## src/rtl/micro_bus_pkg.sv

```systemverilog
// Shared types and constants for the micro bus arbiter.
// Latency: n/a (declarations only).
// Backpressure: n/a.
package micro_bus_pkg;

    // Arbiter ownership states: nobody owns the slave port, or one master does.
    typedef enum logic {
        IDLE = 1'b0,
        BUSY = 1'b1
    } state_t;

    // Read data returned to a master whose transaction was aborted by the watchdog.
    // Sized for the widest data bus; users slice it down to their own width.
    localparam int                    MAX_WIDTHD = 64;
    localparam logic [MAX_WIDTHD-1:0] ALL_ONES   = '1;

endpackage

```

## src/rtl/micro_bus_arbiter_rr_priority.sv

```systemverilog
// Round-robin select: the first requester after the previous owner wins.
// Latency: purely combinational.
// Backpressure: none; the result is a function of the current requests only.
module rr_priority
    import micro_bus_pkg::*;
#(
    parameter int N    = 2,
    parameter int IDXW = (N > 1) ? $clog2(N) : 1
) (
    input  logic [N-1:0]    req,
    input  logic [IDXW-1:0] last,
    output logic [N-1:0]    grant,
    output logic [IDXW-1:0] grant_idx,
    output logic            any_req
);

    logic [N-1:0]    rot;
    logic [IDXW-1:0] first;
    logic            found;

    // Rotate so the master after 'last' sits at bit 0, find the first set bit, then map back.
    always_comb begin
        rot   = '0;
        first = '0;
        found = 1'b0;
        for (int k = 0; k < N; k++) begin
            rot[k] = req[IDXW'((int'(last) + 1 + k) % N)];
        end
        for (int k = 0; k < N; k++) begin
            if (!found && rot[k]) begin
                found = 1'b1;
                first = IDXW'(k);
            end
        end
        grant_idx = IDXW'((int'(last) + 1 + int'(first)) % N);
        grant     = '0;
        if (found) begin
            grant[grant_idx] = 1'b1;
        end
        any_req = found;
    end

endmodule

```

## src/rtl/micro_bus_arbiter.sv

```systemverilog
// Round-robin arbiter sharing one registered slave port between NUM_MASTERS cores, with a watchdog.
// Latency: request to slave strobe 1 cycle; completion no earlier than that cycle; one idle cycle between grants.
// Backpressure: slave waitrequest holds the owner's m_waitrequest high until ready or watchdog abort.
module micro_bus_arbiter
    import micro_bus_pkg::*;
#(
    parameter int NUM_MASTERS = 2,
    parameter int WIDTHA      = 16,
    parameter int WIDTHD      = 18,
    parameter int TIMEOUT     = 255,
    parameter int WIDTHT      = (TIMEOUT > 0) ? $clog2(TIMEOUT + 1) : 1
) (
    input  logic                          clock,
    input  logic                          clock_sreset,
    input  logic [NUM_MASTERS*WIDTHA-1:0] m_address,
    input  logic [NUM_MASTERS*WIDTHD-1:0] m_writedata,
    input  logic [NUM_MASTERS-1:0]        m_read,
    input  logic [NUM_MASTERS-1:0]        m_write,
    output logic [WIDTHD-1:0]             m_readdata,
    output logic [NUM_MASTERS-1:0]        m_waitrequest,
    output logic [WIDTHA-1:0]             s_address,
    output logic [WIDTHD-1:0]             s_writedata,
    output logic                          s_read,
    output logic                          s_write,
    input  logic [WIDTHD-1:0]             s_readdata,
    input  logic                          s_waitrequest,
    output logic                          timeout,
    output logic [NUM_MASTERS-1:0]        grant
);

    localparam int IDXW = (NUM_MASTERS > 1) ? $clog2(NUM_MASTERS) : 1;
    // Count value in the last waiting cycle the watchdog tolerates.
    localparam logic [WIDTHT-1:0] CNT_LAST = WIDTHT'((TIMEOUT > 0) ? TIMEOUT - 1 : 0);

    state_t                   state;
    state_t                   state_nxt;
    logic [NUM_MASTERS-1:0]   req;
    logic [NUM_MASTERS-1:0]   win_oh;
    logic [IDXW-1:0]          win_idx;
    logic                     win_any;
    logic [IDXW-1:0]          last;
    logic [IDXW-1:0]          owner;
    logic [WIDTHT-1:0]        count;
    logic                     abort;
    logic                     done;
    logic [WIDTHA-1:0]        win_addr;
    logic [WIDTHD-1:0]        win_wdata;
    logic                     win_rd;
    logic                     win_wr;

    assign req = m_read | m_write;

    rr_priority #(
        .N    (NUM_MASTERS),
        .IDXW (IDXW)
    ) u_rr (
        .req       (req),
        .last      (last),
        .grant     (win_oh),
        .grant_idx (win_idx),
        .any_req   (win_any)
    );

    // Select the winning master's address, data and strobes for latching at grant.
    always_comb begin
        win_addr  = '0;
        win_wdata = '0;
        for (int i = 0; i < NUM_MASTERS; i++) begin
            if (win_oh[i]) begin
                win_addr  = m_address[i*WIDTHA +: WIDTHA];
                win_wdata = m_writedata[i*WIDTHD +: WIDTHD];
            end
        end
        win_rd = |(m_read & win_oh);
        win_wr = |(m_write & win_oh);
    end

    // Completion is either the slave dropping waitrequest or the watchdog giving up on it.
    always_comb begin
        abort = 1'b0;
        if (TIMEOUT != 0) begin
            abort = (state == BUSY) && s_waitrequest && (count == CNT_LAST);
        end
        done = (state == BUSY) && (!s_waitrequest || abort);
    end

    assign timeout       = abort;
    assign m_waitrequest = ~(grant & {NUM_MASTERS{done}});
    assign m_readdata    = abort ? ALL_ONES[WIDTHD-1:0] : s_readdata;

    // State register.
    always_ff @(posedge clock or posedge clock_sreset) begin
        if (clock_sreset) begin
            state <= IDLE;
        end else begin
            state <= state_nxt;
        end
    end

    // Next state: grab the port on any request, release it on completion.
    always_comb begin
        state_nxt = state;
        case (state)
            IDLE:    if (win_any) state_nxt = BUSY;
            BUSY:    if (done)    state_nxt = IDLE;
            default: state_nxt = IDLE;
        endcase
    end

    // Slave-side registers, ownership tracking and watchdog counter.
    always_ff @(posedge clock or posedge clock_sreset) begin
        if (clock_sreset) begin
            s_address   <= '0;
            s_writedata <= '0;
            s_read      <= 1'b0;
            s_write     <= 1'b0;
            grant       <= '0;
            owner       <= '0;
            last        <= IDXW'(NUM_MASTERS - 1);
            count       <= '0;
        end else begin
            case (state)
                IDLE: begin
                    if (win_any) begin
                        s_address   <= win_addr;
                        s_writedata <= win_wdata;
                        s_read      <= win_rd;
                        s_write     <= win_wr;
                        grant       <= win_oh;
                        owner       <= win_idx;
                        count       <= '0;
                    end
                end
                BUSY: begin
                    if (done) begin
                        s_address   <= '0;
                        s_writedata <= '0;
                        s_read      <= 1'b0;
                        s_write     <= 1'b0;
                        grant       <= '0;
                        last        <= owner;
                    end else if (s_waitrequest) begin
                        count <= count + 1'b1;
                    end
                end
                default: ;
            endcase
        end
    end

endmodule

```

## config.mk

```make
export PLATFORM = sky130hd
export DESIGN_NAME = micro_bus_arbiter
export DESIGN_NICKNAME = d
export VERILOG_FILES = /design/src/rtl/micro_bus_pkg.sv /design/src/rtl/micro_bus_arbiter_rr_priority.sv /design/src/rtl/micro_bus_arbiter.sv
export SDC_FILE = /design/constraint.sdc
export NUM_CORES = 1
export LEC_CHECK = 0
export CAP_MARGIN = 5
export CORE_MARGIN = 5
export CORE_UTILIZATION = 37
export CTS_CLUSTER_DIAMETER = 120
export DETAILED_ROUTE_END_ITERATION = 7
export PLACE_DENSITY = 0.85
export REMOVE_ABC_BUFFERS = 1
export SYNTH_ARGS = -nofsm -noshare
export SYNTH_HDL_FRONTEND = slang
export SYNTH_SLANG_ARGS = --single-unit
export TNS_END_PERCENT = 30
```

## constraint.sdc

```tcl
create_clock -name clock -period 2.25 [get_ports clock]
set_clock_uncertainty 0.2 [all_clocks]
set_input_delay 0.45 -clock clock [delete_from_list [all_inputs] [get_ports clock]]
set_output_delay 0.45 -clock clock [all_outputs]
set_load 0.02 [all_outputs]
```

==> impl_metrics.env <==
export IMPL_post_route_cells_drive_above_1_share=0.159
export IMPL_failed_checks="setup timing"
export IMPL_row_count=29
export IMPL_cts_root_buf="sky130_fd_sc_hd__clkbuf_8"
export IMPL_detail_route_drc_violations=0
export IMPL_uppermost_layer_routed="met4"
export IMPL_route_antenna_remaining_nets=0
export IMPL_dpl_instance_area_mm2=0.00419
export IMPL_holdCritPathClass="in -> async"
export IMPL_crit_path_frequent_cell="sky130_fd_sc_hd__buf_6"
export IMPL_synth_lib_cells_used_distinct=32
export IMPL_required_time_of_the_critical_path_ns=1.60
export IMPL_status="finished with violations"
export IMPL_detailroute_wirelength_met2_mm=4.32
export IMPL_max_clock_freq_mhz=440
export IMPL_antenna_violations_before_repair=0
export IMPL_via_per_inst=4.85
export IMPL_grt_max_degree=39
export IMPL_route_detailed_wl_per_inst_um=15.6
export IMPL_design_die_area_mm2=0.00842
export IMPL_register_area_share_after_synthesis=0.496
export IMPL_p_per_area_mw_per_mm2=938
export IMPL_die_y_um=91.8
export IMPL_globalplace_congestion=0.874
export IMPL_via_count=2415
export IMPL_final_hold_worst_slack_ns=0.218
export IMPL_fin_ws_ns=-0.0216
export IMPL_crit_path_max_fanout=5
export IMPL_grt_first_pass_wirelength_mm=12.6
export IMPL_timing_hold_violations_final=0
export IMPL_setup_viol=7
export IMPL_post_synthesis_cell_count=249
export IMPL_synth_avg_cell_area_um2=9.93
export IMPL_final_stage_net_count=515
export IMPL_insertion_delay_ns=0.28
export IMPL_critPathCaptureType="output pin"
export IMPL_timing_max_cap_violations=0
export IMPL_post_synth_top_area_fraction=0.486
export IMPL_h_tree_depth=2
export IMPL_area_growth_syn_to_layout_pct=73.7
export IMPL_die_w_um=91.8
export IMPL_grt_overflow_total=0
export IMPL_setup_reg_to_reg_worst_slack_ns=0.13
export IMPL_wirelength_met1_mm=2.87
export IMPL_finalCriticalPeriod_ns=2.27
export IMPL_floorplan_initialDensity=0.385
export IMPL_num_antenna_cells=0
export IMPL_core_area_mm2=0.00642
export IMPL_wire_length_after_detailed_routing_mm=7.76
export IMPL_layout_commonest_cell="sky130_fd_sc_hd__clkdlybuf4s50_1"
export IMPL_vdd_drop_max_uv=442
export IMPL_post_place_cells=487
export IMPL_cts_sink_count=49
export IMPL_grt_setup_unrepaired="yes"
export IMPL_worst_ep_arrival_time_ns=1.62
export IMPL_bufs_on_longest_clock_path=2
export IMPL_hpwl_mm=6.18
export IMPL_post_synth_main_area_contributors="sky130_fd_sc_hd__dfrtp_1 49%, sky130_fd_sc_hd__mux2i_1 14%, sky130_fd_sc_hd__nand2_1 6.8%"
export IMPL_ioPinCount=152
export IMPL_first_global_vias=2522
export IMPL_layout_common_cells="130 x sky130_fd_sc_hd__clkdlybuf4s50_1, 48 x sky130_fd_sc_hd__dfrtp_1, 44 x sky130_fd_sc_hd__nand2_1, 37 x sky130_fd_sc_hd__buf_4, 35 x sky130_fd_sc_hd__mux2i_1"
export IMPL_ys_dominant_reg_cell="sky130_fd_sc_hd__dfrtp_1"
export IMPL_stdcell_count=498
export IMPL_postSynthRegisterBits=49
export IMPL_yosysWarningCount=0
export IMPL_post_route_cell_area_mm2=0.00430
export IMPL_synth_area_leader_cell="sky130_fd_sc_hd__dfrtp_1"
export IMPL_grt_usage=0.185
export IMPL_critical_path_max_stage_delay_ns=0.40
export IMPL_critical_path_start_type="register"
export IMPL_count_of_port_buffers_added_during_placement=151
export IMPL_synth_edf_count=0
export IMPL_clk_transition_reported_paths_ns=0.08
export IMPL_power_leakage_nw=1.99
export IMPL_worst_pin_slew_ns=0.802
export IMPL_cts_inserted_buffers=5
export IMPL_drt_iter0_drc=98
export IMPL_worstSetupPathType="reg -> out"
export IMPL_cts_hold_buffers_added=0
export IMPL_drtPass1Iterations=4
export IMPL_netlist_area_mm2=0.00247
export IMPL_tritoncts_clock_tree="yes"
export IMPL_final_period_utilization=1.01
export IMPL_async_reset_ff_frac=1.00
export IMPL_final_max_slew_viol_count=0
export IMPL_timing_max_slew_rel_slack=0.465
export IMPL_met3WireLength_um=480
export IMPL_crit_path_cell_trace="inv_2 > ha_4 > nand4_4 > nor2_2 > nand2_2 > buf_6 > or2b_1 > buf_6"
export IMPL_worst_path_max_delay_cell="sky130_fd_sc_hd__dfrtp_1"
flip-flops by register name, summed over array words and instances, names as in the netlist:
signal and count:
state 1, s_writedata 18, grant 2, count 8, owner 1, s_write 1
last 1, s_address 16, s_read 1
worst max-delay path, delay by kind of cell, from the launching register on:
kind / cells / cell delay, ns
adders and majority gates: 1 / 0.13
buffers and inverters: 3 / 0.33
DFF: 1 / 0.40
and+or+nand+nor: 4 / 0.47
layout make-up:
| cell class | count | area [um^2] |
|---|---|---|
| clock buffer | 8 | 80.1 |
| fill | 558 | 2130 |
| inverter | 7 | 26.3 |
| multi-input combinational | 179 | 1170 |
| sequential | 49 | 1230 |
| tap | 77 | 96.3 |
| timing repair buffer | 178 | 1690 |
power by group:
group | internal, mW | total [mW] | leakage (nW) | switching, mW
clock network | 0.221 | 0.484 | 0.0395 | 0.263
logic | 1.07 | 2.18 | 1.32 | 1.11
registers | 1.20 | 1.37 | 0.625 | 0.166
total | 2.49 | 4.03 | 1.99 | 1.54
Yosys cell counts (all sizes together), types with 3 or more instances:
library cell / instances
buf: 7
dfrtp: 48
mux2i: 35
nand4: 3
a21oi: 4
nand2: 45
or2b: 9
o31ai: 4
o21ai: 42
o211ai: 3
nand3: 4
inv: 7
nand2b: 9
nor2: 6
clkbuf: 7
per-stage QoR:
stage                     utilization  power (mW)  setup WS, ns  setup TNS (ns)
after floorplan                     -        2.47       -0.0523           -1.47
after global placement          0.652        3.49        -0.338           -6.59
after detailed placement        0.652        3.55        -0.387           -9.21
after CTS                       0.661        4.04       -0.0545          -0.522
after global routing            0.669        4.31        -0.135           -2.09
final                           0.669        4.03       -0.0216         -0.0878
cells by family after synthesis:
kind of cell | Yosys count | synth area share
buffers and inverters | 21 | 0.0455
AOI/OAI and AO/OA | 59 | 0.137
adders and majority gates | 2 | 0.0101
DFF | 49 | 0.496
and+or+nand+nor | 81 | 0.162
xor gates and xnor gates | 1 | 0.00354
muxes | 36 | 0.146
final timing paths:
check / start / end / depth (start not counted)
hold / removal: clock_sreset / s_read / 2
hold reg to reg: s_writedata[12] / s_writedata[12] / 2
setup reg to reg: state / s_read / 6
max in group asynchronous: clock_sreset / last / 3
setup / recovery: count[0] / m_readdata[3] / 8
min in group clock: s_writedata[12] / s_writedata[12] / 2
metal layers:
| layer | track usage | vias to the layer above |
|---|---|---|
| met4 | 0.0470 | 0 |
| met5 | 0 | - |
| li1 | - | 1201 |
| met2 | 0.351 | 74 |
| met1 | 0.205 | 1131 |
| met3 | 0.0450 | 9 |
timing repair:
| item | in CTS | in global routing |
|---|---|---|
| cloned | 0 | 1 |
| buffers inserted | 1 | 1 |
| pin swaps | 2 | 3 |
| resized for setup | 109 | 9 |
| endpoints found under the hold margin | 0 | 0 |
| setup endpoints to repair | 21 | 39 |
Note: power is estimated with default switching activity, not from simulation.
